$ cat src/rtl/alu_core_pkg.sv
// Shared ALU definitions: datapath widths, func opcodes, flag bit indices and
// a signed-overflow helper. Reused by the decode and forwarding stages.
package alu_core_pkg;

   localparam int unsigned WIDTH  = 16;
   localparam int unsigned FUNC_W = 4;
   localparam int unsigned FLAG_W = 4;
   localparam int unsigned EXT_W  = WIDTH + 1;

   typedef logic [WIDTH-1:0]  word_t;
   typedef logic [FUNC_W-1:0] func_t;
   typedef logic [FLAG_W-1:0] flags_t;

   localparam func_t ALU_NOP  = 4'b0000;
   localparam func_t ALU_SETC = 4'b0001;
   localparam func_t ALU_CLRC = 4'b0010;
   localparam func_t ALU_MOV1 = 4'b0011;
   localparam func_t ALU_MOV2 = 4'b0100;
   localparam func_t ALU_NOT  = 4'b0101;
   localparam func_t ALU_INC  = 4'b0110;
   localparam func_t ALU_DEC  = 4'b0111;
   localparam func_t ALU_ADD  = 4'b1000;
   localparam func_t ALU_SUB  = 4'b1001;
   localparam func_t ALU_AND  = 4'b1010;
   localparam func_t ALU_OR   = 4'b1011;
   localparam func_t ALU_SHL  = 4'b1100;
   localparam func_t ALU_SHR  = 4'b1101;

   localparam int unsigned FLAG_Z = 0;
   localparam int unsigned FLAG_N = 1;
   localparam int unsigned FLAG_C = 2;
   localparam int unsigned FLAG_V = 3;

   // Two's-complement overflow of a +/- b = r, given the operand sign bits.
   function automatic logic signed_ovf(input logic a_msb, input logic b_msb,
                                       input logic r_msb, input logic is_sub);
      logic b_eff;
      b_eff = is_sub ? ~b_msb : b_msb;
      return (a_msb == b_eff) && (r_msb != a_msb);
   endfunction

endpackage

$ cat src/rtl/alu_core_if.sv
// ALU operand/result bundle.
//   op1, op2 : operands (op2 also carries the shift amount)
//   func     : operation select
//   result   : combinational result
//   outFlags : registered flags {12'b0, V, C, N, Z}
// master drives operands; slave is the ALU.
interface alu_core_if;
   import alu_core_pkg::*;

   word_t op1;
   word_t op2;
   func_t func;
   word_t result;
   word_t outFlags;

   modport master (output op1, output op2, output func,
                   input  result, input outFlags);
   modport slave  (input  op1, input  op2, input  func,
                   output result, output outFlags);
endinterface

$ cat src/rtl/alu_flag_reg.sv
// Condition flag register with per-flag write enables.
//   clk, rst   : clock, async active-high reset (clears all flags)
//   flag_we    : per-flag write enable
//   flag_nxt   : candidate next flag values
//   flags      : current flag register contents
module alu_flag_reg
   import alu_core_pkg::*;
(
   input  logic   clk,
   input  logic   rst,
   input  flags_t flag_we,
   input  flags_t flag_nxt,
   output flags_t flags
);

   flags_t flags_d;
   flags_t flags_q;

   // Enabled bits take the new value, the rest hold.
   always_comb begin
      flags_d = flags_q;
      for (int i = 0; i < int'(FLAG_W); i++) begin
         if (flag_we[i]) begin
            flags_d[i] = flag_nxt[i];
         end
      end
   end

   always_ff @(posedge clk or posedge rst) begin
      if (rst) begin
         flags_q <= '0;
      end else begin
         flags_q <= flags_d;
      end
   end

   assign flags = flags_q;

endmodule

$ cat src/rtl/alu_core.sv
// 16-bit execute-stage ALU: combinational result, registered Z/N/C/V flags.
//   clk, rst : clock, async active-high reset of the flag register
//   bus      : slave side of alu_core_if (op1, op2, func in; result, outFlags out)
module alu_core
   import alu_core_pkg::*;
(
   input  logic       clk,
   input  logic       rst,
   alu_core_if.slave  bus
);

   word_t              arith_b;
   logic [EXT_W-1:0]   sum_w;
   logic [EXT_W-1:0]   diff_w;
   logic [EXT_W-1:0]   shl_w;
   logic [EXT_W-1:0]   shr_w;
   logic [3:0]         sh;
   word_t              res;
   logic               zn_we;
   flags_t             flag_we;
   flags_t             flag_nxt;
   flags_t             flags;

   // INC/DEC reuse the adder/subtractor with a constant 1.
   assign arith_b = (bus.func == ALU_INC || bus.func == ALU_DEC) ? WIDTH'(1) : bus.op2;
   assign sum_w   = {1'b0, bus.op1} + {1'b0, arith_b};
   assign diff_w  = {1'b0, bus.op1} - {1'b0, arith_b};

   // Extra bit catches the last bit shifted out: op1[16-sh] / op1[sh-1].
   assign sh    = bus.op2[3:0];
   assign shl_w = {1'b0, bus.op1} << sh;
   assign shr_w = {bus.op1, 1'b0} >> sh;

   // Result select and flag next-state / write enables.
   always_comb begin
      res      = '0;
      zn_we    = 1'b0;
      flag_we  = '0;
      flag_nxt = '0;
      unique case (bus.func)
         ALU_SETC: begin
            flag_we[FLAG_C]  = 1'b1;
            flag_nxt[FLAG_C] = 1'b1;
         end
         ALU_CLRC: begin
            flag_we[FLAG_C]  = 1'b1;
            flag_nxt[FLAG_C] = 1'b0;
         end
         ALU_MOV1: res = bus.op1;
         ALU_MOV2: res = bus.op2;
         ALU_NOT: begin
            res   = ~bus.op1;
            zn_we = 1'b1;
         end
         ALU_INC, ALU_ADD: begin
            res              = sum_w[WIDTH-1:0];
            zn_we            = 1'b1;
            flag_we[FLAG_C]  = 1'b1;
            flag_we[FLAG_V]  = 1'b1;
            flag_nxt[FLAG_C] = sum_w[WIDTH];
            flag_nxt[FLAG_V] = signed_ovf(bus.op1[WIDTH-1], arith_b[WIDTH-1],
                                          sum_w[WIDTH-1], 1'b0);
         end
         ALU_DEC, ALU_SUB: begin
            res              = diff_w[WIDTH-1:0];
            zn_we            = 1'b1;
            flag_we[FLAG_C]  = 1'b1;
            flag_we[FLAG_V]  = 1'b1;
            flag_nxt[FLAG_C] = diff_w[WIDTH];
            flag_nxt[FLAG_V] = signed_ovf(bus.op1[WIDTH-1], arith_b[WIDTH-1],
                                          diff_w[WIDTH-1], 1'b1);
         end
         ALU_AND: begin
            res   = bus.op1 & bus.op2;
            zn_we = 1'b1;
         end
         ALU_OR: begin
            res   = bus.op1 | bus.op2;
            zn_we = 1'b1;
         end
         ALU_SHL: begin
            res              = shl_w[WIDTH-1:0];
            zn_we            = 1'b1;
            flag_we[FLAG_C]  = (sh != 4'd0);
            flag_nxt[FLAG_C] = shl_w[WIDTH];
         end
         ALU_SHR: begin
            res              = shr_w[WIDTH:1];
            zn_we            = 1'b1;
            flag_we[FLAG_C]  = (sh != 4'd0);
            flag_nxt[FLAG_C] = shr_w[0];
         end
         default: res = '0;
      endcase
      flag_we[FLAG_Z]  = zn_we;
      flag_we[FLAG_N]  = zn_we;
      flag_nxt[FLAG_Z] = (res == '0);
      flag_nxt[FLAG_N] = res[WIDTH-1];
   end

   alu_flag_reg u_flag_reg (
      .clk      (clk),
      .rst      (rst),
      .flag_we  (flag_we),
      .flag_nxt (flag_nxt),
      .flags    (flags)
   );

   assign bus.result   = res;
   assign bus.outFlags = {{(WIDTH-FLAG_W){1'b0}}, flags};

endmodule

$ cat src/flat_wrapper.sv
// flat-port wrapper written by rule: the top's interface ports become plain ports
module alu_core_flat import alu_core_pkg::*;
  (clk, rst, bus_op1, bus_op2, bus_func, bus_result, bus_outFlags);
  alu_core_if bus_i ();
  input  logic clk;
  input  logic rst;
  input wire logic [$bits(bus_i.op1)-1:0] bus_op1;
  input wire logic [$bits(bus_i.op2)-1:0] bus_op2;
  input wire logic [$bits(bus_i.func)-1:0] bus_func;
  output wire logic [$bits(bus_i.result)-1:0] bus_result;
  output wire logic [$bits(bus_i.outFlags)-1:0] bus_outFlags;
  assign bus_i.op1 = bus_op1;
  assign bus_i.op2 = bus_op2;
  assign bus_i.func = bus_func;
  assign bus_result = bus_i.result;
  assign bus_outFlags = bus_i.outFlags;
  alu_core u_core (.clk(clk), .rst(rst), .bus(bus_i));
endmodule
$ cat config.mk
export PLATFORM = sky130hd
export DESIGN_NAME = alu_core_flat
export DESIGN_NICKNAME = d
export VERILOG_FILES = /design/src/rtl/alu_core_pkg.sv /design/src/rtl/alu_core_if.sv /design/src/rtl/alu_flag_reg.sv /design/src/rtl/alu_core.sv /design/src/flat_wrapper.sv
export SDC_FILE = /design/constraint.sdc
export NUM_CORES = 1
export LEC_CHECK = 0
export CAP_MARGIN = 20
export CELL_PAD_IN_SITES_DETAIL_PLACEMENT = 0
export CELL_PAD_IN_SITES_GLOBAL_PLACEMENT = 1
export CORE_UTILIZATION = 44
export CTS_CLUSTER_DIAMETER = 100
export DETAILED_ROUTE_END_ITERATION = 10
export GPL_TIMING_DRIVEN = 0
export MAX_ROUTING_LAYER = met4
export PLACE_DENSITY = 0.88
export SLEW_MARGIN = 0
export SYNTH_ARGS = -nofsm -noshare
export SYNTH_HDL_FRONTEND = slang
export SYNTH_SLANG_ARGS = --single-unit
$ cat constraint.sdc
create_clock -name clk -period 10.25 [get_ports clk]
set_input_delay 1.5375 -clock clk [delete_from_list [all_inputs] [get_ports clk]]
set_output_delay 1.5375 -clock clk [all_outputs]
set_load 0.005 [all_outputs]
==> flow_summary.yaml <==
run_status:
  status: "completed"
yosys:
  synth-edff-count: 0
  synth-adder-area-share_pct: 12.6
  yosys_warnings: 0
  synth_compound_area_share_pct: 29.6
  synth_xor_xnor_area_share_pct: 3.19
  synth-seq-cells: 4
  ys.flop_type: "dfrtp_1"
  async_flop_share_pct: 100
  synth_cells: 652
  synth-seq-area-share_pct: 2.14
  synth_area_um2: 4670
  synth_area_leaders: "ha_1, mux4_2, mux2i_1, nand2_1, nor2_1"
  ys_types: 82
  avgSynthCellArea_um2: 7.17
  synth.mux.area_fraction_pct: 18.2
  synth.largest_area_cell: "ha_1"
  synth_top_family_by_area: "compound AO/OA/AOI/OAI gates"
  netlist.area_leader.share_pct: 10.4
  yosys.area_share.simple_pct: 23.2
timing:
  setup_viol: 0
  layout_setup_ws_ps: 1860
  skew_ps: 0
  fin_setup_tns_ps: 0
  rsz0062_at_grt: "false"
  max_freq_mhz: 119
  worst_pin_slew_ps: 850
  timing.final.crit_period_ps: 8390
  max_slew_margin_pct: 43.0
  hold_violations: 0
  fin_crit_sh_pct: 81.8
  final_max_slew_viol_count: 0
place:
  dpl_cell_area_um2: 5420
  io_buffers: 54
  post-dp-hpwl_um: 15900
  gp_congestion: 0.997
  pre_cts_slack_ps: 2040
global_routing:
  antenna_found_initial: 0
  grt_pass1_wl_um: 30400
  grt_max_degree: 14
  grt_pass1_vias: 5219
  grt-ovfl-total: 0
  grtUsageTotal_pct: 36.8
drt:
  viasPerCell: 6.65
  first_pass_iters: 6
  routed_wl_um: 19900
  drt_iter0_drc: 713
  drc: 0
  routedWlPerCell_um: 23.2
  ant_nets: 0
  dr_total_vias: 5696
floorplan:
  floorplan.initialDensity_pct: 45.3
  die_w_um: 105
  rows: 37
  ios: 70
  core-area_um2: 10300
  die_area_um2: 11000
  fp.dieH_um: 105
worst_setup_path:
  cp-start-kind: "input port"
  worstPathMaxFanout: 10
  worstPathRequired_ps: 8710
  end_kind: "primary output"
  reg2reg_depth: 1
  critPathKind: "in -> out"
  cp.arrival_ps: 6850
cells_and_area:
  fin_area_um2: 5470
  area_growth_pct: 17.0
  drive_gt1_share_pct: 10.6
  num_antenna_cells: 0
  largest_register_ffs: 4
  nets: 801
clock_network:
  clk_latency_ps: 220
  hold_buffers: 0
  cts_tree: "yes"
  cts_resized: 0
  cts_post_setup_buffers_inserted: 0
  clk_pin_slew_ps: 30
  h-tree-depth: 1
  root_buffer: "clkbuf_8"
  clock_path_buffers: 2
  cts_made_buffers: 3
  clock_sinks: 4
pwr:
  vdd_drop_max_uv: 61.4
  total_power_uw: 361
  power_density_nw_per_um2: 66.0
  cellLeakagePower_uw: 0.00233
run:
  drv_cap: 0
hold_path:
  worstHoldPathType: "reg -> reg"
  whs_path_depth: 2
[where the power goes]
| group | switching, µW | internal, µW |
|---|---|---|
| logic | 174 | 133 |
| clock network | 8.49 | 25.1 |
| registers | 1.27 | 18.3 |
| total | 184 | 177 |
[cell type report]
type	count	area, µm²
Sequential cell	4	100
Buffer	69	363
Multi-Input combinational cell	550	4100
Timing Repair Buffer	54	541
Clock buffer	3	41.3
Tap cell	136	170
Inverter	40	150
Fill cell	1022	4860
[per-stage QoR]
step           hold WS (ps)  std cells  util [%]
3_5_place_dp            483        853      52.5
4_1_cts                 489        856      52.9
5_1_grt                 516        856      52.9
2_1_floorplan           473        663         -
3_3_place_gp            468        853      52.5
6_report                482        856      52.9
[synth_stat cells (4+ instances only)]
library cell / n
nor3_1: 14
ha_1: 39
o21bai_1: 7
o22ai_1: 9
buf_2: 13
nand3_1: 11
buf_1: 7
a31oi_1: 10
a21o_1: 7
buf_4: 17
a2bb2oi_1: 4
maj3_1: 6
nor2b_1: 4
o21a_1: 6
o221ai_1: 6
mux4_1: 5
mux2_2: 8
o211ai_1: 17
o21ai_0: 25
nor4_1: 6
a21oi_1: 41
nand2_1: 70
mux2i_1: 27
nand2b_1: 15
or2_2: 6
a211o_1: 5
xnor2_1: 13
mux4_2: 14
clkbuf_1: 28
inv_1: 40
a221oi_1: 4
a22oi_1: 7
a211oi_1: 8
nor2_1: 55
or3_1: 13
xor2_1: 4
dfrtp_1: 4
and3_1: 8
o22a_1: 4
mux2_1: 4
[cells in the final DEF, fill, tap and decap left out, types with 9 or more instances in the layout]
cell              n
a31oi_1          10
nor3_1           14
mux4_2           14
buf_2            13
a21oi_1          41
o21ai_0          25
o211ai_1         17
clkdlybuf4s50_1  54
ha_1             39
conb_1           12
nand2_1          70
nor2_1           55
clkbuf_1         28
o22ai_1           9
nand3_1          11
buf_4            17
mux2i_1          27
nand2b_1         15
inv_1            40
xnor2_1          13
or3_1            13
[worst max-delay path, cell delays in order]
cell and delay (ps):
clkdlybuf4s50_1 480, buf_2 270, buf_4 260, buf_2 240, buf_1 520, clkbuf_1 500
nand2_1 200, ha_1 430, a21oi_1 160, a2111o_1 540, a21o_1 230, a31oi_1 370
o211ai_1 160, or3_1 360, buf_4 150, clkdlybuf4s50_1 430
[cells by family (layout without fill, tap and decap cells)]
family	Yosys count	in the layout
xor gates and xnor gates	17	17
muxes	58	58
DFF	4	4
buffers and inverters	109	166
and+or+nand+nor	220	220
adders and majority gates	47	47
other	1	12
AOI/OAI and AO/OA	196	196
[per-layer routing]
metal / wire length, µm / up-vias / GRT usage (%)
li1: - / 2544 / -
met1: 8300 / 2705 / 49.5
met2: 8800 / 395 / 56.8
met3: 2120 / 52 / 5.61
met4: 644 / 0 / 11.2
met5: 0 / - / -
[worst paths after layout]
path                                       startpoint                         end  slack, ps
max                                        bus_op2[2]              bus_result[15]       1860
min                        u_core.u_flag_reg.flags[3]  u_core.u_flag_reg.flags[3]        480
max reg2reg                u_core.u_flag_reg.flags[1]  u_core.u_flag_reg.flags[1]       9500
min reg2reg                u_core.u_flag_reg.flags[3]  u_core.u_flag_reg.flags[3]        480
max in group asynchronous                         rst  u_core.u_flag_reg.flags[2]       8600
min in group asynchronous                         rst  u_core.u_flag_reg.flags[1]       1510
No activity file was read; power rests on OpenSTA's default activity.
